### config.mk
export PLATFORM = sky130hd
export DESIGN_NAME = csr_timer_bank
export DESIGN_NICKNAME = d
export VERILOG_FILES = /design/src/rtl/csr_timer_bank.sv
export SDC_FILE = /design/constraint.sdc
export NUM_CORES = 1
export LEC_CHECK = 0
export CAP_MARGIN = 20
export CORE_UTILIZATION = 30
export CTS_CLUSTER_SIZE = 40
export DETAILED_ROUTE_END_ITERATION = 12
export GPL_TIMING_DRIVEN = 0
export MAX_ROUTING_LAYER = met4
export PLACE_DENSITY_LB_ADDON = 0.08
export RECOVER_POWER = 25
export SLEW_MARGIN = 40
export SYNTH_ARGS = -nofsm -noshare
export SYNTH_HDL_FRONTEND = slang
export SYNTH_SLANG_ARGS = --single-unit
### constraint.sdc
create_clock -name clk -period 6.4 [get_ports clk]
set_clock_uncertainty 0.1 [all_clocks]
set_input_delay 1.92 -clock clk [delete_from_list [all_inputs] [get_ports clk]]
set_output_delay 1.92 -clock clk [all_outputs]
set_load 0.1 [all_outputs]
### src/rtl/csr_timer_bank.sv
// csr_timer_bank: multi-channel timer on the CSR side-bus.
// One shared prescaled up-counter feeds CHANNELS compare channels. Each channel
// runs one-shot or periodic and has pending and mask bits. Per-channel irq is
// pending & mask.
// Optional feature macro: CSR_TIMER_BANK_CAPTURE_EN. When it is defined, the
// block adds a `capture` input, a CAPTURE register at offset 4+2*CHANNELS and
// a capture flag in CTRL[24].
//
// Bus handshake: in cycle N, `read` qualifies `addr` and both are registered.
// In cycle N+1, `valid` claims the access when the registered address is in the
// window, and `rdata` shows the current register value (0 when valid=0).
// `modify`/`wdata` in cycle N+1 act on the registered address at the edge that
// ends N+1, so a read-modify-write never needs a second address phase.
module csr_timer_bank #(
  parameter logic [11:0] BASE_ADDR      = 12'hBC4,
  parameter int          CHANNELS       = 4,
  parameter int          WIDTH          = 32,
  parameter int          PRESCALE_WIDTH = 8
) (
  input  logic                clk,
  input  logic                rstn,
  input  logic                read,
  input  logic [2:0]          modify,
  input  logic [31:0]         wdata,
  input  logic [11:0]         addr,
`ifdef CSR_TIMER_BANK_CAPTURE_EN
  input  logic                capture,
`endif
  output logic [31:0]         rdata,
  output logic                valid,
  output logic [CHANNELS-1:0] irq,
  output logic                irq_any,
  input  logic                AVOID_WARNING
);

  // Offset of the first register after the compare/period pairs.
  localparam int NREGS = 4 + 2 * CHANNELS;
`ifdef CSR_TIMER_BANK_CAPTURE_EN
  localparam int WINDOW = NREGS + 1;
`else
  localparam int WINDOW = NREGS;
`endif

  // Access latch
  logic        read_q;
  logic [11:0] addr_q;

  // Timer state
  logic [WIDTH-1:0]          count_q, count_d;
  logic [PRESCALE_WIDTH-1:0] presc_q, presc_d;
  logic [PRESCALE_WIDTH-1:0] div_q, div_d;
  logic [CHANNELS-1:0]       en_q, en_d;
  logic [CHANNELS-1:0]       per_q, per_d;
  logic [CHANNELS-1:0]       mask_q, mask_d;
  logic [CHANNELS-1:0]       pend_q, pend_d;
  logic [WIDTH-1:0]          cmp_q [CHANNELS];
  logic [WIDTH-1:0]          cmp_d [CHANNELS];
  logic [WIDTH-1:0]          prd_q [CHANNELS];
  logic [WIDTH-1:0]          prd_d [CHANNELS];

  // Decode and write path
  logic [11:0]         off;
  logic                in_win;
  logic [31:0]         reg_val;
  logic [31:0]         new_val;
  logic                wr_any;
  logic                wr_count;
  logic                wr_presc;
  logic                wr_ctrl;
  logic                wr_pend;
  logic [CHANNELS-1:0] wr_cmp;
  logic [CHANNELS-1:0] wr_prd;

  // Timer events
  logic                tick;
  logic [WIDTH-1:0]    count_inc;
  logic [CHANNELS-1:0] match;

`ifdef CSR_TIMER_BANK_CAPTURE_EN
  logic             cap_s1_q;
  logic             cap_s2_q;
  logic             cap_s3_q;
  logic             cap_rise;
  logic             capf_q, capf_d;
  logic [WIDTH-1:0] capture_q, capture_d;
`endif

  assign off    = addr_q - BASE_ADDR;
  assign in_win = (off < 12'(WINDOW));
  assign valid  = read_q & in_win;
  assign rdata  = valid ? reg_val : 32'd0;

  assign irq     = pend_q & mask_q;
  assign irq_any = |irq;

  // Register the address phase of every access; modify follows one cycle later.
  always_ff @(posedge clk or negedge rstn) begin
    if (!rstn) begin
      read_q <= 1'b0;
      addr_q <= 12'd0;
    end else begin
      read_q <= read;
      addr_q <= addr;
    end
  end

  // Read mux: value of the register selected by the latched address.
  always_comb begin
    reg_val = 32'd0;
    case (off)
      12'd0: reg_val[WIDTH-1:0] = count_q;
      12'd1: reg_val[PRESCALE_WIDTH-1:0] = presc_q;
      12'd2: begin
        reg_val[CHANNELS-1:0]    = en_q;
        reg_val[8 +: CHANNELS]   = per_q;
        reg_val[16 +: CHANNELS]  = mask_q;
`ifdef CSR_TIMER_BANK_CAPTURE_EN
        reg_val[24]              = capf_q;
`endif
      end
      12'd3: reg_val[CHANNELS-1:0] = pend_q;
      default: begin
        for (int k = 0; k < CHANNELS; k++) begin
          if (off == 12'(4 + 2 * k)) reg_val[WIDTH-1:0] = cmp_q[k];
          if (off == 12'(5 + 2 * k)) reg_val[WIDTH-1:0] = prd_q[k];
        end
`ifdef CSR_TIMER_BANK_CAPTURE_EN
        if (off == 12'(NREGS)) reg_val[WIDTH-1:0] = capture_q;
`endif
      end
    endcase
  end

  // Modify arithmetic on the selected register, then per-register write strobes.
  always_comb begin
    new_val = reg_val;
    case (modify)
      3'd1:    new_val = wdata;
      3'd2:    new_val = reg_val | wdata;
      3'd3:    new_val = reg_val & ~wdata;
      default: new_val = reg_val;
    endcase
    wr_any   = in_win & ((modify == 3'd1) | (modify == 3'd2) | (modify == 3'd3));
    wr_count = wr_any & (off == 12'd0);
    wr_presc = wr_any & (off == 12'd1);
    wr_ctrl  = wr_any & (off == 12'd2);
    wr_pend  = wr_any & (off == 12'd3);
    wr_cmp   = '0;
    wr_prd   = '0;
    for (int k = 0; k < CHANNELS; k++) begin
      wr_cmp[k] = wr_any & (off == 12'(4 + 2 * k));
      wr_prd[k] = wr_any & (off == 12'(5 + 2 * k));
    end
  end

  // Prescaler and counter: tick when the divider reaches zero; a COUNT write
  // beats the tick, and a PRESCALE write restarts the divide period.
  always_comb begin
    tick      = (div_q == '0);
    count_inc = count_q + WIDTH'(1);
    presc_d   = wr_presc ? new_val[PRESCALE_WIDTH-1:0] : presc_q;
    if (wr_presc)  div_d = new_val[PRESCALE_WIDTH-1:0];
    else if (tick) div_d = presc_q;
    else           div_d = div_q - PRESCALE_WIDTH'(1);
    if (wr_count)  count_d = new_val[WIDTH-1:0];
    else if (tick) count_d = count_inc;
    else           count_d = count_q;
  end

  // Channel match fires in the cycle COUNT steps onto COMPARE; no match when
  // software overwrites COUNT in the same cycle.
  always_comb begin
    match = '0;
    for (int k = 0; k < CHANNELS; k++) begin
      match[k] = tick & ~wr_count & en_q[k] & (count_inc == cmp_q[k]);
    end
  end

  // Channel next state: software compare writes beat the periodic reload,
  // hardware pending set beats a software clear, one-shot match disarms.
  always_comb begin
    for (int k = 0; k < CHANNELS; k++) begin
      cmp_d[k] = cmp_q[k];
      prd_d[k] = prd_q[k];
      if (wr_cmp[k])                cmp_d[k] = new_val[WIDTH-1:0];
      else if (match[k] & per_q[k]) cmp_d[k] = cmp_q[k] + prd_q[k];
      if (wr_prd[k])                prd_d[k] = new_val[WIDTH-1:0];
    end
    if (wr_ctrl) begin
      en_d   = new_val[CHANNELS-1:0];
      per_d  = new_val[8 +: CHANNELS];
      mask_d = new_val[16 +: CHANNELS];
    end else begin
      en_d   = en_q & ~(match & ~per_q);
      per_d  = per_q;
      mask_d = mask_q;
    end
    pend_d = (wr_pend ? new_val[CHANNELS-1:0] : pend_q) | match;
  end

  // Counter, prescaler and control flops.
  always_ff @(posedge clk or negedge rstn) begin
    if (!rstn) begin
      count_q <= '0;
      presc_q <= '0;
      div_q   <= '0;
      en_q    <= '0;
      per_q   <= '0;
      mask_q  <= '0;
      pend_q  <= '0;
    end else begin
      count_q <= count_d;
      presc_q <= presc_d;
      div_q   <= div_d;
      en_q    <= en_d;
      per_q   <= per_d;
      mask_q  <= mask_d;
      pend_q  <= pend_d;
    end
  end

  // Per-channel compare and period flops.
  always_ff @(posedge clk or negedge rstn) begin
    if (!rstn) begin
      for (int k = 0; k < CHANNELS; k++) begin
        cmp_q[k] <= '0;
        prd_q[k] <= '0;
      end
    end else begin
      for (int k = 0; k < CHANNELS; k++) begin
        cmp_q[k] <= cmp_d[k];
        prd_q[k] <= prd_d[k];
      end
    end
  end

`ifdef CSR_TIMER_BANK_CAPTURE_EN
  // Capture next state: rising edge of the synchronised pin snapshots COUNT;
  // the hardware flag set beats a software clear of CTRL[24].
  always_comb begin
    cap_rise  = cap_s2_q & ~cap_s3_q;
    capture_d = cap_rise ? count_q : capture_q;
    capf_d    = (wr_ctrl ? new_val[24] : capf_q) | cap_rise;
  end

  // Two-flop synchroniser, edge flop, and capture register.
  always_ff @(posedge clk or negedge rstn) begin
    if (!rstn) begin
      cap_s1_q  <= 1'b0;
      cap_s2_q  <= 1'b0;
      cap_s3_q  <= 1'b0;
      capf_q    <= 1'b0;
      capture_q <= '0;
    end else begin
      cap_s1_q  <= capture;
      cap_s2_q  <= cap_s1_q;
      cap_s3_q  <= cap_s2_q;
      capf_q    <= capf_d;
      capture_q <= capture_d;
    end
  end
`endif

  // Bits of the write path that are narrower registers do not consume.
  logic unused_ok;
  assign unused_ok = ^{AVOID_WARNING, wdata, new_val};

endmodule
# == Word-level counts from Yosys, hierarchy flattened ==
# Index checks and enable logic that the tools add are counted.
# totals
rom_bits,0
mem_count,0
reg_bits,333
inputBits,51
elab_cells,123
output_inout_bits,38
mem_bits_rw,0
latch_bits,0
# op_classes
magnitude_cmp,1
n_addsub,7
shifts,0
n_eq_ne,18
div,0
bitwise_logic,39
muxes,30
multipliers,0
reduce_logical,11
# ops
op,n
32-bit 2-to-1 mux,19
32-bit adder,4
32-bit == test,4
32-bit case mux with 3 select lines,1
"12-bit by 3-bit == test with 1-bit output, second input constant",4
"12-bit by 4-bit == test with 1-bit output, second input constant",4
4-bit case mux with 3 select lines,3
"32-bit by 1-bit adder with 32-bit output, second input constant",1
32-bit bitwise AND,1
32-bit NOT,1
32-bit bitwise OR,1
1-bit bitwise AND,27
"12-bit by 2-bit == test with 1-bit output, second input constant",2
12-bit case mux with 2 select lines,1
8-bit 2-to-1 mux,2
4-bit case mux with 4 select lines,1
4-bit bitwise AND,3
"12-bit by 1-bit == test with 1-bit output, second input constant",1
12-bit zero test,1
"12-bit by 4-bit < comparator with 1-bit output, second input constant",1
"12-bit subtractor, second input constant",1
2-bit nonzero test,5
8-bit zero test,1
4-bit 2-to-1 mux,2
11 further kinds,15

# == Depth between registers and ports, before layout ==
# logic_depth
depth_word,15
ltp_mapped,18
depth_no_buf,15

# == Least setup slack after synthesis ==
# Ideal clock, no wire load.
# synth_path
kind,register to output
start,register addr_q[3]
end,output rdata[18]
path_buffers,3
t_required_ps,4380
arrival_ps,3853
slack_ps,527
stages_incl_launch_ff,14
path_cell_list,dfrtp_1 > buf_2 > o21ai_0 > nor4b_1 > o211ai_1 > buf_2 > nor3_2 > clkbuf_1 > nand2_1 > o21ai_1 > o21ai_0 > a211oi_1 > a21oi_1 > nor2_1
# synth_between
elab_chain_len,12
elab_cells_between_ends,26
classes_between,add/sub: 1; order compare: 1; eq/ne: 11; mux: 10; bitwise: 1; reduce/logical: 2
# synth_lines
item,line_no,source
from (decl),46,logic [11:0] addr_q;
from (signal assigned),103,addr_q <= addr;
12-bit subtractor (*),88,assign off = addr_q - BASE_ADDR;
12-bit by 3-bit == test with 1-bit output,124,if (off == 12'(4 + 2 * k)) reg_val[WIDTH-1:0] = cmp_q[k];
32-bit 2-to-1 mux,124,
32-bit 2-to-1 mux,125,if (off == 12'(5 + 2 * k)) reg_val[WIDTH-1:0] = prd_q[k];
32-bit 2-to-1 mux,124,
32-bit 2-to-1 mux,125,
32-bit 2-to-1 mux,124,
32-bit 2-to-1 mux,125,
32-bit 2-to-1 mux,124,
32-bit 2-to-1 mux,125,
4-bit case mux with 3 select lines,110,case (off)
32-bit 2-to-1 mux (*),91,assign rdata = valid ? reg_val : 32'd0;
to (decl),29,"output logic [31:0] rdata,"
# Mark *: on every way between the ends. The rest lies on a longest branch, timed or not.

# == Worst setup path in the final report ==
# layout_path
start,register addr_q[0]
end,output rdata[9]
# The elaborated chain is that of the path after synthesis.

==> impl_results.md <==
- Status: complete, but fails checks
- Failing checks: capacitance limit, slew limit, setup timing
- Synth Warn #: 0
- FF-to-FF setup slack: 0.81 ns
- Count of input and output buffers: 87
- Gr busiest metal: met2
- Max incr delay on CP: ~0.42 ns
- Distinct cell type count after synthesis: 95
- TritonCTS Sinks: about 330
- Synthesized net count: ~3.3k
- Die Footprint: between 80000 and 90000 um^2
- Max Cap Viol: 1
- Via count: 26.1k
- CTS tree: done
- Kind of end point of the critical path: output port
- Max Freq: approximately 150 MHz
- Routability Congestion: ~1.0
- DRC: 0
- Cell Pwr Density: around 170 nW/um^2
- Remaining antenna violation count after routing: 0
- Initial antenna violation count: 3
- Worst path cell trace: buf_2 > buf_4 > buf_4 > buf_4 > buf_4 > mux2i_1 > o21ai_0 > a222oi_1 > nand2_1 > o21ai_1 > nor2_1 > buf_2
- Share of post-route cells with drive strength above 1: 11.0%
- Unrepaired setup endpoints after global routing: yes
- Rel. slew slack: -167%
- Dpl hpwl: around 110 mm
- Die width: ~300 um
- Vert. Die Dim: 298 um
- Crit-path leading delay family: buffers and inverters
- Root buf cell: clkbuf_16
- Clk pin slew, worst setup/hold paths: roughly 0.06 ns
- Final Instance Area: approximately 30000 um^2
- Area growth, synth to finish: 17.3%
- Place WS: -0.530 ns
- GRT Total Usage: a little under a third
- Post-Syn Area: around 26000 um^2
- Avg WL per Cell: between 20 and 30 um
- Final Max Tran Viols: 64
- Clock Latency Late Sink: between 0.6 and 0.7 ns
- H-tree depth: 2
- Largest net degree at the start of global routing: 67
- Register area share after synthesis: a little under a third
- # IOs: 89
- WL final: around 130 mm
- Maximum vdd drop: 0.182 mV
- Slew @ Worst Pin: approximately 4 ns
- Synth Register Bits: around 330
- Stages on worst setup path: 12
- CTS Buf Count: 45
- # hold bufs at CTS: 0
- Final Hold Viols: 0
- Grt met2 use: approximately 47%
- Synthesized area per cell: roughly 8.4 um^2
- Min Tclk post-route: around 6.5 ns
- Worst path required time: about 4.4 ns
- Cell count after synthesis: roughly 3.1k
- Placed cell areas: 29200 um^2
- Pre-antenna DRT Iters: 6
- Leading area contributor after synthesis: dfrtp_1
- R2R cell count: 16
- Initial Util: around 30%
- Setup crit end: rdata[9]
- Total global routing overflow: 0
- Setup violators final: 2
- Worst Path Buf+Inv: 6
- P_leak: around 14 nW
- Met1 GRT Util: 39.5%
- Startpoint Class: flip-flop
- Reg-to-reg endpoint: cmp_q[9]
- Critical path's most frequent cell: buf_4
- Arrival time worst endpoint: between 4 and 5 ns
- Synth async-reset ratio: 100%
- Slowest cell on crit path: o21ai_1
- Post-synth top cells: nand2_1, o21ai_0, dfrtp_1, nor2_1, a21oi_1
- Reg2reg start: count_q[1]
- Via-to-Cell Ratio: a little under 6
- Power Total: between 5 and 6 mW
- Starting DRC count in detailed routing: 2766
- Max FO, Critical Path: 10
- Kind of critical path: reg2out
- Row cnt: ~110
- Fillers: 9060
- Yosys top cell area share: 31.7%
- Core Box Area: between 80000 and 90000 um^2
- Dominant synthesized flop cell: dfrtp_1
- Top cells by area, synth: dfrtp_1, o21ai_0, ha_1
- Nets: 3492
- Vias in the first global route: roughly 25k
- GR Layer Usage met3: under 10%
- CTS Buffer Depth: 3
- EDFF count, synth: 0
- Final Cycle Share: 101%
- First-pass GRT wire length: about 190 mm
- Worst Hold Class: reg2reg
- Most frequent cell after synthesis: nand2_1
- Setup slack after layout: -0.0919 ns
- Worst Setup SP: addr_q[0]
[cell usage in the layout, fill, tap and decap left out, drive strengths merged, types with 24 or more instances in the layout]
master	count
xor2	106
dfrtp	333
mux2i	108
ha	126
nand2	344
clkbuf	197
and3	24
nor2b	56
nand4	34
nor4	31
a21o	47
nand3	52
nor2	282
a221oi	43
a211oi	46
nand2b	36
mux2	40
buf	120
clkdlybuf4s50	35
xnor2	166
nor3	63
a21oi	273
o21ai	358
inv	66
[registers in the layout, indices dropped and copies added (netlist names)]
name / cells
mask_q: 4
cmp_q: 128
en_q: 4
count_q: 32
addr_q: 12
prd_q: 128
pend_q: 4
per_q: 4
div_q: 8
read_q: 1
presc_q: 8
[repair_timing]
item	4_1_cts	5_1_grt
setup buffers	0	2
endpoints found under the setup margin	29	30
gates resized for setup	24	19
[area by class of cell]
class | count | area (um^2) | share of cell area, %
antenna | 3 | 7.51 | 0.0243
buffer | 180 | 872 | 2.83
clock buffer | 65 | 1320 | 4.29
clock inverter | 13 | 169 | 0.548
inverter | 65 | 244 | 0.791
multi-input combinational | 2566 | 17400 | 56.4
sequential | 333 | 8330 | 27.0
tap | 1155 | 1450 | 4.69
timing repair buffer | 120 | 1050 | 3.41
[worst register-to-register path, cell delays in order, from the launching register on]
cell and delay, ns:
dfrtp_1 0.42, ha_1 0.17, buf_4 0.17, and4_1 0.47, nand3_1 0.38, buf_2 0.35
nor2_2 0.28, nor3b_1 0.15, a2111oi_1 0.67, o2111ai_1 0.21, nor4_1 0.29, and3_1 0.22
nand4_2 0.39, buf_2 0.41, clkbuf_1 0.36, o211ai_1 0.27, o21ai_0 0.11
[worst min path at each step]
stage	start	endpoint	slack (ns)	cells past startpoint
global placement	pend_q[3]	pend_q[3]	0.38	2
global route	prd_q[86]	prd_q[86]	0.44	2
CTS	pend_q[3]	pend_q[3]	0.41	2
detailed placement	pend_q[3]	pend_q[3]	0.40	2
finish	prd_q[86]	prd_q[86]	0.41	2
floorplan	mask_q[1]	mask_q[1]	0.36	2
[metal layers]
| metal | share of wire, % | wire, um |
|---|---|---|
| met1 | 43 | 57600 |
| met2 | 45 | 60000 |
| met3 | 6.3 | 8410 |
| met4 | 5.2 | 6970 |
| met5 | 0 | 0 |
[power by group]
group | switching [mW] | total (mW) | internal (mW)
combinational | 0.297 | 0.426 | 0.129
clock | 1.09 | 2.63 | 1.55
sequential | 0.0167 | 2.14 | 2.13
total | 1.40 | 5.20 | 3.80
[logic make-up (layout without fill, tap and decap cells)]
kind of cell / count (synthesis) / in the layout / synth area share, %
simple gates: 1008 / 1008 / 18.4
compound gates: 986 / 986 / 22.8
flops: 333 / 333 / 31.7
xor+xnor: 274 / 274 / 9.23
buf+inv: 245 / 443 / 3.97
mux: 168 / 168 / 7.54
fa+ha+maj: 130 / 130 / 6.30
other cells: 0 / 3 / 0
[metrics by stage]
stage	hold slack (ns)	utilization, %	std cells	setup TNS, ns
global placement	0.381	33.0	4386	-4383.44
detailed placement	0.396	33.6	4415	-14.78
floorplan	0.363	-	3144	0
global route	0.436	35.5	4498	-0.218
finish	0.411	35.5	4500	-0.118
CTS	0.410	35.4	4493	0
No activity file was read; power rests on OpenSTA's default activity.
